## src/rtl/ceespu_lsu_pkg.sv

```systemverilog
// Shared ceespu definitions: access-size encodings, execute lane codes and
// the load/store unit FSM states.
package ceespu_lsu_pkg;

    // Access size encodings carried on I_size
    localparam logic [1:0] SZ_WORD = 2'd0;
    localparam logic [1:0] SZ_HALF = 2'd1;
    localparam logic [1:0] SZ_BYTE = 2'd2;

    // Lane codes handed to execute on selMem[2:0]. Half and byte codes are
    // bases; the low address bits are OR-ed in to pick the lane.
    localparam logic [2:0] LANE_WORD = 3'b000;
    localparam logic [2:0] LANE_HALF = 3'b010;
    localparam logic [2:0] LANE_BYTE = 3'b100;

    typedef enum logic {
        ST_IDLE = 1'b0,
        ST_REQ  = 1'b1
    } lsu_state_e;

endpackage

```

## src/rtl/ceespu_lsu_lane.sv

```systemverilog
// Combinational lane steering: turns access size and low address bits into
// byte enables, replicated store data, execute lane code and a legality flag.
module ceespu_lsu_lane
    import ceespu_lsu_pkg::*;
(
    input  logic [1:0]  size,
    input  logic [1:0]  addr_lo,
    input  logic [31:0] data,
    output logic [3:0]  be,
    output logic [31:0] wdata,
    output logic [2:0]  lane,
    output logic        legal
);

    // Decode size/alignment; size 3 falls through to the illegal defaults
    always_comb begin
        be    = 4'b0000;
        wdata = 32'h0;
        lane  = LANE_WORD;
        legal = 1'b0;
        case (size)
            SZ_WORD: begin
                be    = 4'b1111;
                wdata = data;
                lane  = LANE_WORD;
                legal = (addr_lo == 2'b00);
            end
            SZ_HALF: begin
                be    = addr_lo[1] ? 4'b1100 : 4'b0011;
                wdata = {2{data[15:0]}};
                lane  = LANE_HALF | {2'b00, addr_lo[1]};
                legal = ~addr_lo[0];
            end
            SZ_BYTE: begin
                be    = 4'b0001 << addr_lo;
                wdata = {4{data[7:0]}};
                lane  = LANE_BYTE | {1'b0, addr_lo};
                legal = 1'b1;
            end
            default: ;
        endcase
    end

endmodule

```

## src/rtl/ceespu_lsu.sv

```systemverilog
// ceespu load/store unit: single-outstanding req/ack data bus master that
// hands the raw read word plus lane/sign selector to execute.
//
// Handshake: an op is taken when I_valid is high in IDLE (legal ops only);
// upstream must hold its op while O_busy is high. On the bus, O_bus_req stays
// high with all bus fields frozen until the cycle I_bus_ack is sampled high,
// which completes the transfer on that clock edge; ack outside REQ is ignored.
module ceespu_lsu
    import ceespu_lsu_pkg::*;
#(
    parameter int ADDR_W  = 16,
    parameter int TIMEOUT = 255
) (
    input  logic              I_clk,
    input  logic              I_rst,
    input  logic              I_valid,
    input  logic              I_write,
    input  logic [1:0]        I_size,
    input  logic              I_signed,
    input  logic [31:0]       I_addr,
    input  logic [31:0]       I_dataS,
    output logic              O_busy,
    output logic [31:0]       O_memA,
    output logic [3:0]        O_selMem,
    output logic              O_rvalid,
    output logic              O_misalign,
    output logic              O_fault,
    output logic              O_bus_req,
    output logic              O_bus_we,
    output logic [ADDR_W-3:0] O_bus_addr,
    output logic [3:0]        O_bus_be,
    output logic [31:0]       O_bus_wdata,
    input  logic              I_bus_ack,
    input  logic [31:0]       I_bus_rdata,
    output logic              O_dbg_state
);

    // A zero TIMEOUT still gets a 1-bit counter so widths stay legal
    localparam int CNT_W = (TIMEOUT > 0) ? $clog2(TIMEOUT + 1) : 1;

    lsu_state_e        state, state_nxt;
    logic [CNT_W-1:0]  cnt;
    logic [3:0]        ln_be;
    logic [31:0]       ln_wdata;
    logic [2:0]        ln_lane;
    logic              ln_legal;
    logic              accept;
    logic              reject;
    logic              timeout_hit;
    logic              unused_addr_hi;

    assign unused_addr_hi = ^I_addr[31:ADDR_W];

    ceespu_lsu_lane u_lane (
        .size    (I_size),
        .addr_lo (I_addr[1:0]),
        .data    (I_dataS),
        .be      (ln_be),
        .wdata   (ln_wdata),
        .lane    (ln_lane),
        .legal   (ln_legal)
    );

    assign accept      = (state == ST_IDLE) && I_valid && ln_legal;
    assign reject      = (state == ST_IDLE) && I_valid && !ln_legal;
    // Last allowed wait cycle: req has then been high for TIMEOUT cycles
    assign timeout_hit = (TIMEOUT != 0) && (state == ST_REQ) && !I_bus_ack &&
                         (cnt == CNT_W'(TIMEOUT - 1));

    assign O_busy      = accept || ((state == ST_REQ) && !I_bus_ack);
    assign O_bus_req   = (state == ST_REQ);
    assign O_dbg_state = state;

    // FSM state register; async reset drops req immediately
    always_ff @(posedge I_clk or negedge I_rst) begin
        if (!I_rst) state <= ST_IDLE;
        else        state <= state_nxt;
    end

    // Next state: accept enters REQ, ack or timeout returns to IDLE
    always_comb begin
        state_nxt = state;
        case (state)
            ST_IDLE: if (accept) state_nxt = ST_REQ;
            ST_REQ:  if (I_bus_ack || timeout_hit) state_nxt = ST_IDLE;
            default: state_nxt = ST_IDLE;
        endcase
    end

    // Wait-cycle counter: counts REQ cycles, cleared in IDLE
    always_ff @(posedge I_clk or negedge I_rst) begin
        if (!I_rst)                cnt <= '0;
        else if (state == ST_REQ)  cnt <= cnt + 1'b1;
        else                       cnt <= '0;
    end

    // Bus fields, selector, read word and the one-cycle status pulses
    always_ff @(posedge I_clk or negedge I_rst) begin
        if (!I_rst) begin
            O_bus_we    <= 1'b0;
            O_bus_addr  <= '0;
            O_bus_be    <= 4'b0000;
            O_bus_wdata <= 32'h0;
            O_selMem    <= 4'b0000;
            O_memA      <= 32'h0;
            O_rvalid    <= 1'b0;
            O_misalign  <= 1'b0;
            O_fault     <= 1'b0;
        end else begin
            O_rvalid   <= 1'b0;
            O_misalign <= reject;
            O_fault    <= timeout_hit;
            if (accept) begin
                O_bus_we    <= I_write;
                O_bus_addr  <= I_addr[ADDR_W-1:2];
                O_bus_be    <= ln_be;
                O_bus_wdata <= ln_wdata;
                O_selMem    <= {I_signed, ln_lane};
            end
            if ((state == ST_REQ) && I_bus_ack && !O_bus_we) begin
                O_memA   <= I_bus_rdata;
                O_rvalid <= 1'b1;
            end
        end
    end

endmodule

```

## config.mk

```make
export PLATFORM = sky130hd
export DESIGN_NAME = ceespu_lsu
export DESIGN_NICKNAME = d
export VERILOG_FILES = /design/src/rtl/ceespu_lsu_pkg.sv /design/src/rtl/ceespu_lsu_lane.sv /design/src/rtl/ceespu_lsu.sv
export SDC_FILE = /design/constraint.sdc
export NUM_CORES = 1
export LEC_CHECK = 0
export BUFFER_PORTS_ARGS = -buffer_cell sky130_fd_sc_hd__buf_2
export CAP_MARGIN = 20
export CORE_AREA = 5 5 105 98
export CTS_CLUSTER_DIAMETER = 150
export DETAILED_ROUTE_END_ITERATION = 10
export DIE_AREA = 0 0 110 103
export PLACE_DENSITY = 0.86
export SYNTH_ARGS = -nofsm -noshare
export SYNTH_HDL_FRONTEND = slang
export SYNTH_HIERARCHICAL = 1
export SYNTH_SLANG_ARGS = --single-unit
```

## constraint.sdc

```tcl
create_clock -name I_clk -period 4.06 [get_ports I_clk]
set_clock_uncertainty 0.2 [all_clocks]
set_input_delay 0.203 -clock I_clk [delete_from_list [all_inputs] [get_ports I_clk]]
set_output_delay 0.203 -clock I_clk [all_outputs]
set_load 0.01 [all_outputs]
```

-- After elaboration in Yosys (flattened, before gate mapping)
Cells that the tools add are included.
- shift operators: 1
- add/sub/neg operators: 1
- reductions and logical operators: 14
- muxes and demuxes: 10
- bitwise logic cells: 2
- equal/unequal tests: 3
- operator list (operator ; count):
    case mux 32 bit (3 select lines) ; 1
    case mux 4 bit (3 select lines) ; 1
    adder 8 x 1 -> 8 bit, second input constant ; 1
    == test 8 bit, second input constant ; 1
    2-to-1 mux 8 bit ; 1
    logical AND 1 bit ; 7
    case mux 3 bit (2 select lines) ; 1
    logical NOT 2 bit ; 2
    2-to-1 mux 4 bit ; 1
    left shift 1 x 2 -> 4 bit, first input constant ; 1
    logical NOT 1 bit ; 3
    2-to-1 mux 1 bit ; 3
    case mux 1 bit (3 select lines) ; 1
    == test 2 x 1 -> 1 bit, second input constant ; 1
    == test 2 bit, second input constant ; 1
    logical OR 1 bit ; 2
    NOT 1 bit ; 2
    case mux 1 bit (2 select lines) ; 1
- output and inout bits: 93
- flip-flop bits (word level): 99
- bits of input ports: 104

-- Longest topological paths before layout
Gate-level depths: netlist of run 1.
- depth after elaboration: 6
- depth in mapped cells: 9
- mapped depth without buffers: 6

-- Modules after synthesis
Netlist of run 1, hierarchy kept.
- by module, submodules not included (module ; area each (um^2) ; cells each ; times used):
    ceespu_lsu ; 3916.3 ; 234 ; 1
    ceespu_lsu_lane ; 581.8 ; 101 ; 1

-- Worst setup path before layout of run 1
OpenSTA, ideal clock, no wires.
- path type: input to register
- start point: input port I_size[1]
- end point: register O_bus_addr[10]
- arrival time: 1.793 ns
- setup slack: 1.941 ns
- path buffers: 3
- cell stages on the path: 9
- library setup time: 0.125 ns
- cell sequence: inv_1 -> ha_1 -> buf_4 -> a21oi_1 -> o31ai_1 -> nand3b_4 -> buf_6 -> buf_6 -> mux2_4
- longest elaborated chain between the ends: 3
- elaborated cells between the ends (all ways): 5
- those cells by class: eq/ne (2); mux (1); reduce/logical (2)
- ends and longest elaborated chain (element ; line ; text):
    start, declared ; ceespu_lsu.sv:18 ; input logic [1:0] I_size,
    == test 2 bit, or another cell as far along ; ceespu_lsu_lane.sv:21 ; case (size)
    case mux 1 bit (3 select lines) * ; ceespu_lsu_lane.sv:21 ;
    named net ln_legal ; ceespu_lsu.sv:46 ; logic ln_legal;
    logical AND 1 bit * ; ceespu_lsu.sv:64 ; assign accept = (state == ST_IDLE) && I_valid && ln_legal;
    end signal, assigned ; ceespu_lsu.sv:115 ; O_bus_addr <= I_addr[ADDR_W-1:2];
    end, declared ; ceespu_lsu.sv:30 ; output logic [ADDR_W-3:0] O_bus_addr,
Mark *: on every way through the listed nets, which the timed path passes. The rest lies on a longest branch.
A chain may end at the register's enable or synchronous reset.

-- Worst setup path in the final report of run 1
- start point: input port I_size[1]
- end point: register O_bus_wdata[16]
- longest elaborated chain between the ends: 3
- elaborated cells between the ends (all ways): 6
- those cells by class: eq/ne (2); mux (2); reduce/logical (2)
- ends and longest elaborated chain (element ; line ; text):
    == test 2 bit, or another cell as far along ; ceespu_lsu_lane.sv:21 ;
    case mux 1 bit (3 select lines) * ; ceespu_lsu_lane.sv:21 ;
    named net ln_legal ; ceespu_lsu.sv:46 ;
    logical AND 1 bit * ; ceespu_lsu.sv:64 ;
    end signal, assigned ; ceespu_lsu.sv:117 ; O_bus_wdata <= ln_wdata;
    end, declared ; ceespu_lsu.sv:32 ; output logic [31:0] O_bus_wdata,
Marks and branches as above.

==> flow_metrics.py, run 1 <==
metrics = {
    "synthesis": {
        "yosysWarnings": 6,
        "synth_top_area_share": 0.551,
        "ys_top_cells_by_area": "dfrtp_1, mux2_2, mux2_4, a22oi_1, ha_1",
        "syn_nets": 447,
        "ys_dominant_reg_cell": "dfrtp_1",
        "yosysTopAreaCell": "dfrtp_1",
        "syn_inst": 335,
        "ys_seq_area_frac": 0.551,
        "ys_types": 33,
        "avgSynthCellArea_um2": 13.4,
        "ys_ff_latch": 99,
        "synth_edf_count": 0,
        "synthArstFlopShare": 1.00,
        "synth_area_um2": 4500,
    },
    "run_status": {
        "status": "complete, no violations",
    },
    "placed_design": {
        "numPortBuffers": 180,
        "dpl.hpwl_um": 8030,
        "gp_congestion": 0.870,
    },
    "clocking": {
        "root_buffer": "clkbuf_8",
        "postCtsSetupBuffers": 0,
        "numClockSinks": 99,
        "htreeDepth": 3,
        "cts_tree": "done",
        "cts_made_buffers": 9,
        "cts.clk_slew.worst_paths_ns": 0.10,
        "clock_path_buffers": 2,
        "worstSkewPairLatency_ns": 0.35,
    },
    "critical_path": {
        "path_max_fanout": 46,
        "critPathCaptureType": "flip-flop",
        "cp.required_ns": 4.10,
        "critPathArrivalTime_ns": 2.68,
        "worstPathCellList": "buf_2 > inv_1 > ha_1 > a21oi_1 > o31ai_1 > nand3b_4 > buf_4 > mux2_4",
        "cpLargestDelayFamily": "buffers and inverters",
        "critPathLaunchType": "primary input",
        "crit_path_top_delay_cell": "o31ai_1",
        "crit_path_max_incr_delay_ns": 0.52,
        "worstSetupPathType": "in -> reg",
        "cp_num_buf_inv": 3,
    },
    "die": {
        "pin_count": 197,
        "rows": 34,
        "die_area_um2": 11300,
        "initial_core_util": 0.487,
        "core_um2": 9230,
        "die_height_um": 103,
        "die_w_um": 110,
    },
    "route": {
        "drt_pass1_iterations": 5,
        "drt_iter0_drc": 145,
        "drcViolationCount": 0,
        "top_layer": "met4",
        "wl_per_cell_um": 17.3,
        "via_per_inst": 5.03,
        "met1Wirelength_um": 4620,
        "antenna_left": 0,
        "route.met2.wl_um": 6120,
        "vias": 3476,
        "wl_met3_um": 1070,
        "routed_wl_um": 12000,
    },
    "global_routing": {
        "grt_start_max_net_pins": 60,
        "grt_usage": 0.206,
        "grt_pass1_wl_um": 17900,
        "antenna_found_initial": 0,
        "grt_overflow_total": 0,
        "grt_pass1_vias": 3686,
    },
    "power": {
        "switching_share": 0.321,
        "peakVddDrop_mv": 0.250,
        "p_sw_uw": 969,
        "p_clk_frac": 0.197,
        "combinationalPowerShare": 0.331,
        "internal-power_mw": 2.05,
        "p_seq_frac": 0.472,
        "power.leakage_nw": 3.19,
        "power_density_nw_per_um2": 493,
    },
    "sta": {
        "rsz0062_at_grt": "false",
        "tns_ns": 0,
        "period_minus_slack_ns": 2.64,
        "hold_ws_ns": 0.0218,
        "worst_pin_slew_ns": 0.965,
        "hold_viol_final": 0,
        "slew_headroom": 0.357,
        "setup_viol": 0,
        "timing.final.crit_share": 0.650,
        "finalMaxSlewViolations": 0,
        "fmax_mhz": 379,
    },
    "min_path": {
        "hold_class": "in -> reg",
    },
    "layout": {
        "syn2layout_area_growth_pct": 36.3,
        "mostFrequentLayoutCells": "buf_2, dfrtp_1, mux2_2",
        "num-fill-cells": 676,
        "drive_gt1_frac": 0.510,
        "final_common_cell": "buf_2",
        "diodes": 0,
        "fin_nets": 672,
    },
    "job": {
        "drv_cap": 0,
    },
}
==> metal layers <==
metal	GRT usage	up-vias
met4	0.0585	0
met5	0	-
met3	0.0670	15
li1	-	1614
met2	0.369	142
met1	0.235	1705
==> stage by stage <==
| step | total power, mW | cell area [um^2] | utilization | setup WS, ns | cells |
|---|---|---|---|---|---|
| floorplan | 1.95 | 4500 | - | 1.94 | 335 |
| detailed placement | 2.39 | 5430 | 0.589 | 1.05 | 624 |
| CTS | 3.03 | 6130 | 0.664 | 1.45 | 691 |
| global route | 3.20 | 6130 | 0.664 | 1.25 | 691 |
| global placement | 2.35 | 5430 | 0.589 | 1.16 | 624 |
| finish | 3.02 | 6130 | 0.664 | 1.42 | 691 |
==> worst register-to-register path: stages, from the launching register on <==
cell,delay [ns]
dfrtp_1,0.57
nand3b_4,0.35
buf_4,0.61
mux2_2,0.44
==> state kept, by name (all words and copies together) (netlist names), 4 cells and up <==
register     cells
O_bus_wdata     32
O_bus_addr      14
O_bus_be         4
O_selMem         4
O_memA          32
cnt              8
==> cell type report <==
class,instances,area (um^2),area share
Inverter,6,22.5,0.00367
Tap cell,126,158,0.0257
Sequential cell,99,2480,0.404
Clock buffer,11,141,0.0231
Timing Repair Buffer,234,1440,0.234
Clock inverter,5,43.8,0.00714
Multi-Input combinational cell,210,1850,0.302
==> power by group through the flow <==
stage	combinational, mW	clock (mW)	sequential, mW
after floorplan	0.387	0	1.56
after global placement	0.938	0	1.41
after detailed placement	0.963	0	1.43
after CTS	1.00	0.618	1.41
after global routing	1.08	0.664	1.45
final	1.00	0.596	1.42
==> cells in the mapped netlist (6+ instances only) <==
library cell	n
dfrtp_1	99
mux2_2	59
mux2_4	28
a21oi_1	18
nand2_1	18
a22oi_1	17
nor2_1	14
and2_1	11
ha_1	8
buf_2	7
buf_6	7
inv_1	6
==> worst paths after layout <==
kind,from,slack [ns],cells after the start,end
min,I_dataS[3],0.02,3,O_bus_wdata[3]
max in group asynchronous,I_rst,2.38,3,O_memA[28]
max reg2reg,O_bus_req,1.79,3,O_bus_wdata[21]
max,I_size[1],1.42,8,O_bus_wdata[16]
min in group asynchronous,I_rst,0.26,2,O_bus_wdata[1]
min reg2reg,O_bus_wdata[30],0.31,1,O_bus_wdata[30]
==> logic make-up after synthesis <==
group,count (synthesis),share of synthesized area
AND/OR/NAND/NOR,66,0.0776
XOR/XNOR,3,0.00584
buffers and inverters,26,0.0378
AO/OA/AOI/OAI,46,0.0645
multiplexers,87,0.241
flip-flops,99,0.551
adder cells (fa/ha/maj),8,0.0223
==> repair_timing <==
action                                 CTS  global route
endpoints found under the hold margin  108             0
hold buffers                            51             0
gates resized for setup                  0             0
(Power assumes the default switching activity.)
==> inputs of run 2 (changes only) <==
- CORE_AREA: 5 5 105 98 -> 5 5 114 106
- DIE_AREA: 0 0 110 103 -> 0 0 119 111
- PLACE_DENSITY: 0.86 -> 0.77
- clock period: 4.06 -> 2.3 ns (I/O delays scaled with it)
==> run 2 against run 1 <==
Global-route usage down 0.81 points. Critical path type is now reg -> reg. Core utilization down 4.6 points. Flip-flop and latch count did not move. Critical endpoint is now O_bus_we. Largest power group unchanged. Routed wire length up 4.9%. Via count increased by 2.6%. Critical path depth down 5.
==> flow_metrics.py, run 2 (same netlist as run 1, synthesis figures left out) <==
metrics = {
    "run_status": {
        "status": "complete, no violations",
    },
    "route": {
        "routed_wl_um": 12600,
        "vias": 3567,
        "drcViolationCount": 0,
        "wl_per_cell_um": 17.3,
        "drt_iter0_drc": 175,
        "drt_pass1_iterations": 4,
        "antenna_left": 0,
        "via_per_inst": 4.93,
    },
    "layout": {
        "drive_gt1_frac": 0.502,
        "syn2layout_area_growth_pct": 46.0,
        "utilization": 0.618,
        "fin_nets": 697,
        "largest_registers": "O_bus_wdata: 32 flops, O_memA: 32 flops, O_bus_addr: 14 flops",
        "seqCellArea_um2": 2480,
        "final_common_cell": "buf_2",
        "multiInputGateArea_um2": 1850,
        "mostFrequentLayoutCells": "buf_2, dfrtp_1, dlygate4sd3_1",
        "num-fill-cells": 827,
    },
    "sta": {
        "tns_ns": 0,
        "slew_headroom": 0.635,
        "period_minus_slack_ns": 2.07,
        "worst_pin_slew_ns": 0.547,
        "timing.final.crit_share": 0.900,
        "fmax_mhz": 483,
        "hold_viol_final": 0,
        "finalMaxSlewViolations": 0,
        "rsz0062_at_grt": "false",
        "setup_viol": 0,
    },
    "clocking": {
        "cts_hold_buffers": 69,
        "numClockSinks": 99,
        "cts.clk_slew.worst_paths_ns": 0.07,
        "cts_made_buffers": 9,
        "ctsResizeCount": 0,
        "postCtsSetupBuffers": 0,
        "htreeDepth": 3,
        "clock_path_buffers": 2,
        "root_buffer": "clkbuf_16",
        "cts_tree": "done",
        "worstSkewPairLatency_ns": 0.34,
    },
    "critical_path": {
        "path_max_fanout": 14,
        "critPathLaunchType": "flip-flop",
        "cp.required_ns": 2.33,
        "critPathArrivalTime_ns": 2.10,
        "r2r-start": "O_bus_req",
        "r2r_slack_ns": 0.23,
        "worstSetupPathType": "reg -> reg",
        "r2r_cells": 3,
        "critPathCaptureType": "flip-flop",
        "worstReg2RegEnd": "O_bus_we",
    },
    "die": {
        "core_um2": 10600,
        "pin_count": 197,
        "die_w_um": 119,
        "initial_core_util": 0.423,
        "rows": 36,
        "die_height_um": 111,
        "die_area_um2": 13200,
    },
    "power": {
        "peakVddDrop_mv": 0.554,
        "power.leakage_nw": 3.37,
        "power_density_nw_per_um2": 920,
    },
    "global_routing": {
        "grt_overflow_total": 0,
        "grt_usage": 0.198,
        "antenna_found_initial": 2,
        "grt_pass1_vias": 3954,
        "grt_pass1_wl_um": 20700,
        "grt_start_max_net_pins": 57,
    },
    "min_path": {
        "hold_depth": 4,
        "hold_class": "in -> reg",
        "min_to": "O_bus_wdata[8]",
        "min_from": "I_dataS[8]",
    },
    "job": {
        "drv_cap": 0,
    },
    "placed_design": {
        "dpl.hpwl_um": 8670,
        "gp_congestion": 0.766,
        "numPortBuffers": 180,
    },
}
-- run 2: layer usage --
metal  global-route usage  up-vias  routed length, um
met1                0.235     1728               5040
met4               0.0463        2                112
met2                0.329      154               6180
met5                    0        -                  7
li1                     -     1670                  -
met3               0.0883       13               1230
-- run 2: area by class of cell --
type	instances	area share
Antenna cell	1	0.000381
Clock buffer	10	0.0364
Clock inverter	6	0.0172
Inverter	6	0.00343
Multi-Input combinational cell	210	0.282
Sequential cell	99	0.377
Tap cell	133	0.0253
Timing Repair Buffer	259	0.258
-- run 2: worst max-delay path by stage --
stage,end,cells past startpoint,slack [ns],from
global placement,O_bus_wdata[5],9,0.28,I_size[0]
CTS,O_bus_we,3,0.23,O_bus_req
finish,O_bus_we,3,0.23,O_bus_req
global route,O_bus_wdata[17],9,0.12,I_size[1]
floorplan,O_bus_addr[10],9,0.27,I_size[1]
detailed placement,O_bus_wdata[2],9,0.21,I_size[0]
-- run 2: through the flow --
step | hold WS (ns) | cell area, um^2 | setup slack, ns | power, mW | instances
after CTS | 0.000260 | 6560 | 0.234 | 6.10 | 723
after global routing | 0.0160 | 6570 | 0.117 | 6.39 | 724
final | 0.0122 | 6570 | 0.230 | 6.04 | 724
after floorplan | -0.381 | 4500 | 0.269 | 3.43 | 335
after global placement | -0.0715 | 5520 | 0.277 | 4.17 | 638
after detailed placement | -0.0572 | 5520 | 0.205 | 4.25 | 638
-- run 2: critical path, stage by stage, from the launching register on --
cell           delay [ns]
dfrtp_1              0.59
nand3b_4             0.27
mux2_2               0.34
dlygate4sd3_1        0.56
-- run 2: report_power, final --
part           internal [mW]  switching (mW)
combinational          0.984           0.833
sequential              2.24           0.261
clock                   1.09           0.632
==> inputs of run 3 (changes only) <==
- CTS_CLUSTER_DIAMETER: 150 -> unset
- REMOVE_ABC_BUFFERS: unset -> 1
==> run 3 against run 2 <==
Critical path depth increased by 7. Core utilization increased by 0.25 points. Combinational power about the same. Hold slack improved by 0.010 ns. Flip-flop and latch count unchanged. Non-clock buffer count increased by 2. Count of clock-buffer cells in the layout decreased by 1. Largest power group unchanged. Design area increased by 0.40%. Critical path type is now in -> out. Maximum frequency increased by 11%. Register-to-register slack improved by 0.23 ns. Via count decreased by 1.2%.
==> flow_metrics.py, run 3 (same netlist as run 1, synthesis figures left out) <==
metrics = {
    "run_status": {
        "status": "complete, no violations",
    },
    "route": {
        "drt_iter0_drc": 141,
        "vias": 3524,
        "antenna_left": 0,
        "routed_wl_um": 11700,
        "via_per_inst": 4.87,
        "drt_pass1_iterations": 4,
        "drcViolationCount": 0,
        "wl_per_cell_um": 16.2,
    },
    "clocking": {
        "cts_tree": "done",
        "htreeDepth": 3,
        "postCtsSetupBuffers": 0,
        "clock_path_buffers": 2,
        "numClockSinks": 99,
        "worstSkewPairLatency_ns": 0.33,
        "root_buffer": "clkbuf_16",
        "cts.clk_slew.worst_paths_ns": 0.06,
        "cts_made_buffers": 9,
    },
    "critical_path": {
        "worstSetupPathType": "in -> out",
        "critPathArrivalTime_ns": 1.55,
        "cp.required_ns": 1.99,
        "critPathLaunchType": "primary input",
        "path_max_fanout": 11,
        "critPathCaptureType": "output pin",
    },
    "sta": {
        "fmax_mhz": 536,
        "slew_headroom": 0.616,
        "period_minus_slack_ns": 1.87,
        "tns_ns": 0,
        "finalMaxSlewViolations": 0,
        "hold_ws_ns": 0.0222,
        "rsz0062_at_grt": "false",
        "setup_viol": 0,
        "timing.final.crit_share": 0.812,
        "worst_pin_slew_ns": 0.573,
        "hold_viol_final": 0,
    },
    "power": {
        "power.leakage_nw": 3.40,
        "peakVddDrop_mv": 0.458,
        "power_density_nw_per_um2": 923,
    },
    "die": {
        "initial_core_util": 0.423,
        "die_height_um": 111,
        "pin_count": 197,
        "rows": 36,
        "die_area_um2": 13200,
        "die_w_um": 119,
        "core_um2": 10600,
    },
    "layout": {
        "drive_gt1_frac": 0.501,
        "mostFrequentLayoutCells": "buf_2, dfrtp_1, dlygate4sd3_1",
        "syn2layout_area_growth_pct": 46.5,
        "largest_registers": "O_bus_wdata: 32 flops, O_memA: 32 flops, O_bus_addr: 14 flops",
        "diodes": 0,
        "final_common_cell": "buf_2",
        "fin_nets": 699,
    },
    "job": {
        "drv_cap": 0,
    },
    "min_path": {
        "hold_class": "in -> reg",
    },
    "placed_design": {
        "dpl.hpwl_um": 8100,
        "numPortBuffers": 180,
        "gp_congestion": 0.778,
    },
    "global_routing": {
        "grt_pass1_vias": 3893,
        "grt_start_max_net_pins": 47,
        "grt_usage": 0.183,
        "antenna_found_initial": 0,
        "grt_pass1_wl_um": 19800,
        "grt_overflow_total": 0,
    },
}
run 3: report_power, final:
group / switching, mW / internal [mW]
clock: 0.626 / 1.17
combinational: 0.807 / 0.979
sequential: 0.263 / 2.24
total: 1.70 / 4.39
run 3: what timing repair did:
item / in CTS / in global routing
setup endpoints to repair: 0 / 0
hold buffers: 70 / 0
gates resized for setup: 0 / 0
endpoints found under the hold margin: 169 / 0
run 3: worst paths after layout:
path	startpoint	to	slack, ns	cells past startpoint
max	I_size[0]	O_busy	0.43	10
min	I_dataS[14]	O_bus_wdata[14]	0.02	4
max reg2reg	O_bus_req	O_bus_addr[13]	0.46	3
min reg2reg	O_memA[2]	O_memA[2]	0.30	1
max in group asynchronous	I_rst	O_memA[6]	1.22	3
min in group asynchronous	I_rst	O_bus_wdata[2]	0.08	2
run 3: cell type report:
| type | instances | area, um^2 |
|---|---|---|
| clock buffer | 9 | 225 |
| tap | 133 | 166 |
| clock inverter | 6 | 138 |
| multi-input combinational | 210 | 1850 |
| sequential | 99 | 2480 |
| fill | 832 | 4040 |
| timing repair buffer | 261 | 1710 |
| inverter | 6 | 22.5 |
run 3: metrics by stage:
stage / cells / total power, mW / util / area [um^2] / worst slack, ns
after global placement: 639 / 4.16 / 0.520 / 5530 / 0.326
after floorplan: 315 / 3.41 / - / 4350 / -0.186
after detailed placement: 639 / 4.23 / 0.520 / 5530 / 0.240
after CTS: 724 / 6.15 / 0.620 / 6590 / 0.392
final: 724 / 6.09 / 0.620 / 6590 / 0.433
after global routing: 724 / 6.42 / 0.620 / 6590 / 0.297
run 3: metal layers:
metal  track usage  up-vias  wire length (um)
met1         0.211     1684              4650
li1              -     1667                 -
met2         0.321      150              6030
met3        0.0566       23               819
met4        0.0579        0               243
met5             0        -                 0
run 3: critical path, cell delays in order:
cell,delay (ns)
buf_2,0.12
inv_1,0.12
ha_1,0.19
a21oi_1,0.07
o31ai_1,0.26
buf_4,0.19
nand3b_4,0.09
buf_4,0.20
nand2_1,0.07
buf_2,0.12
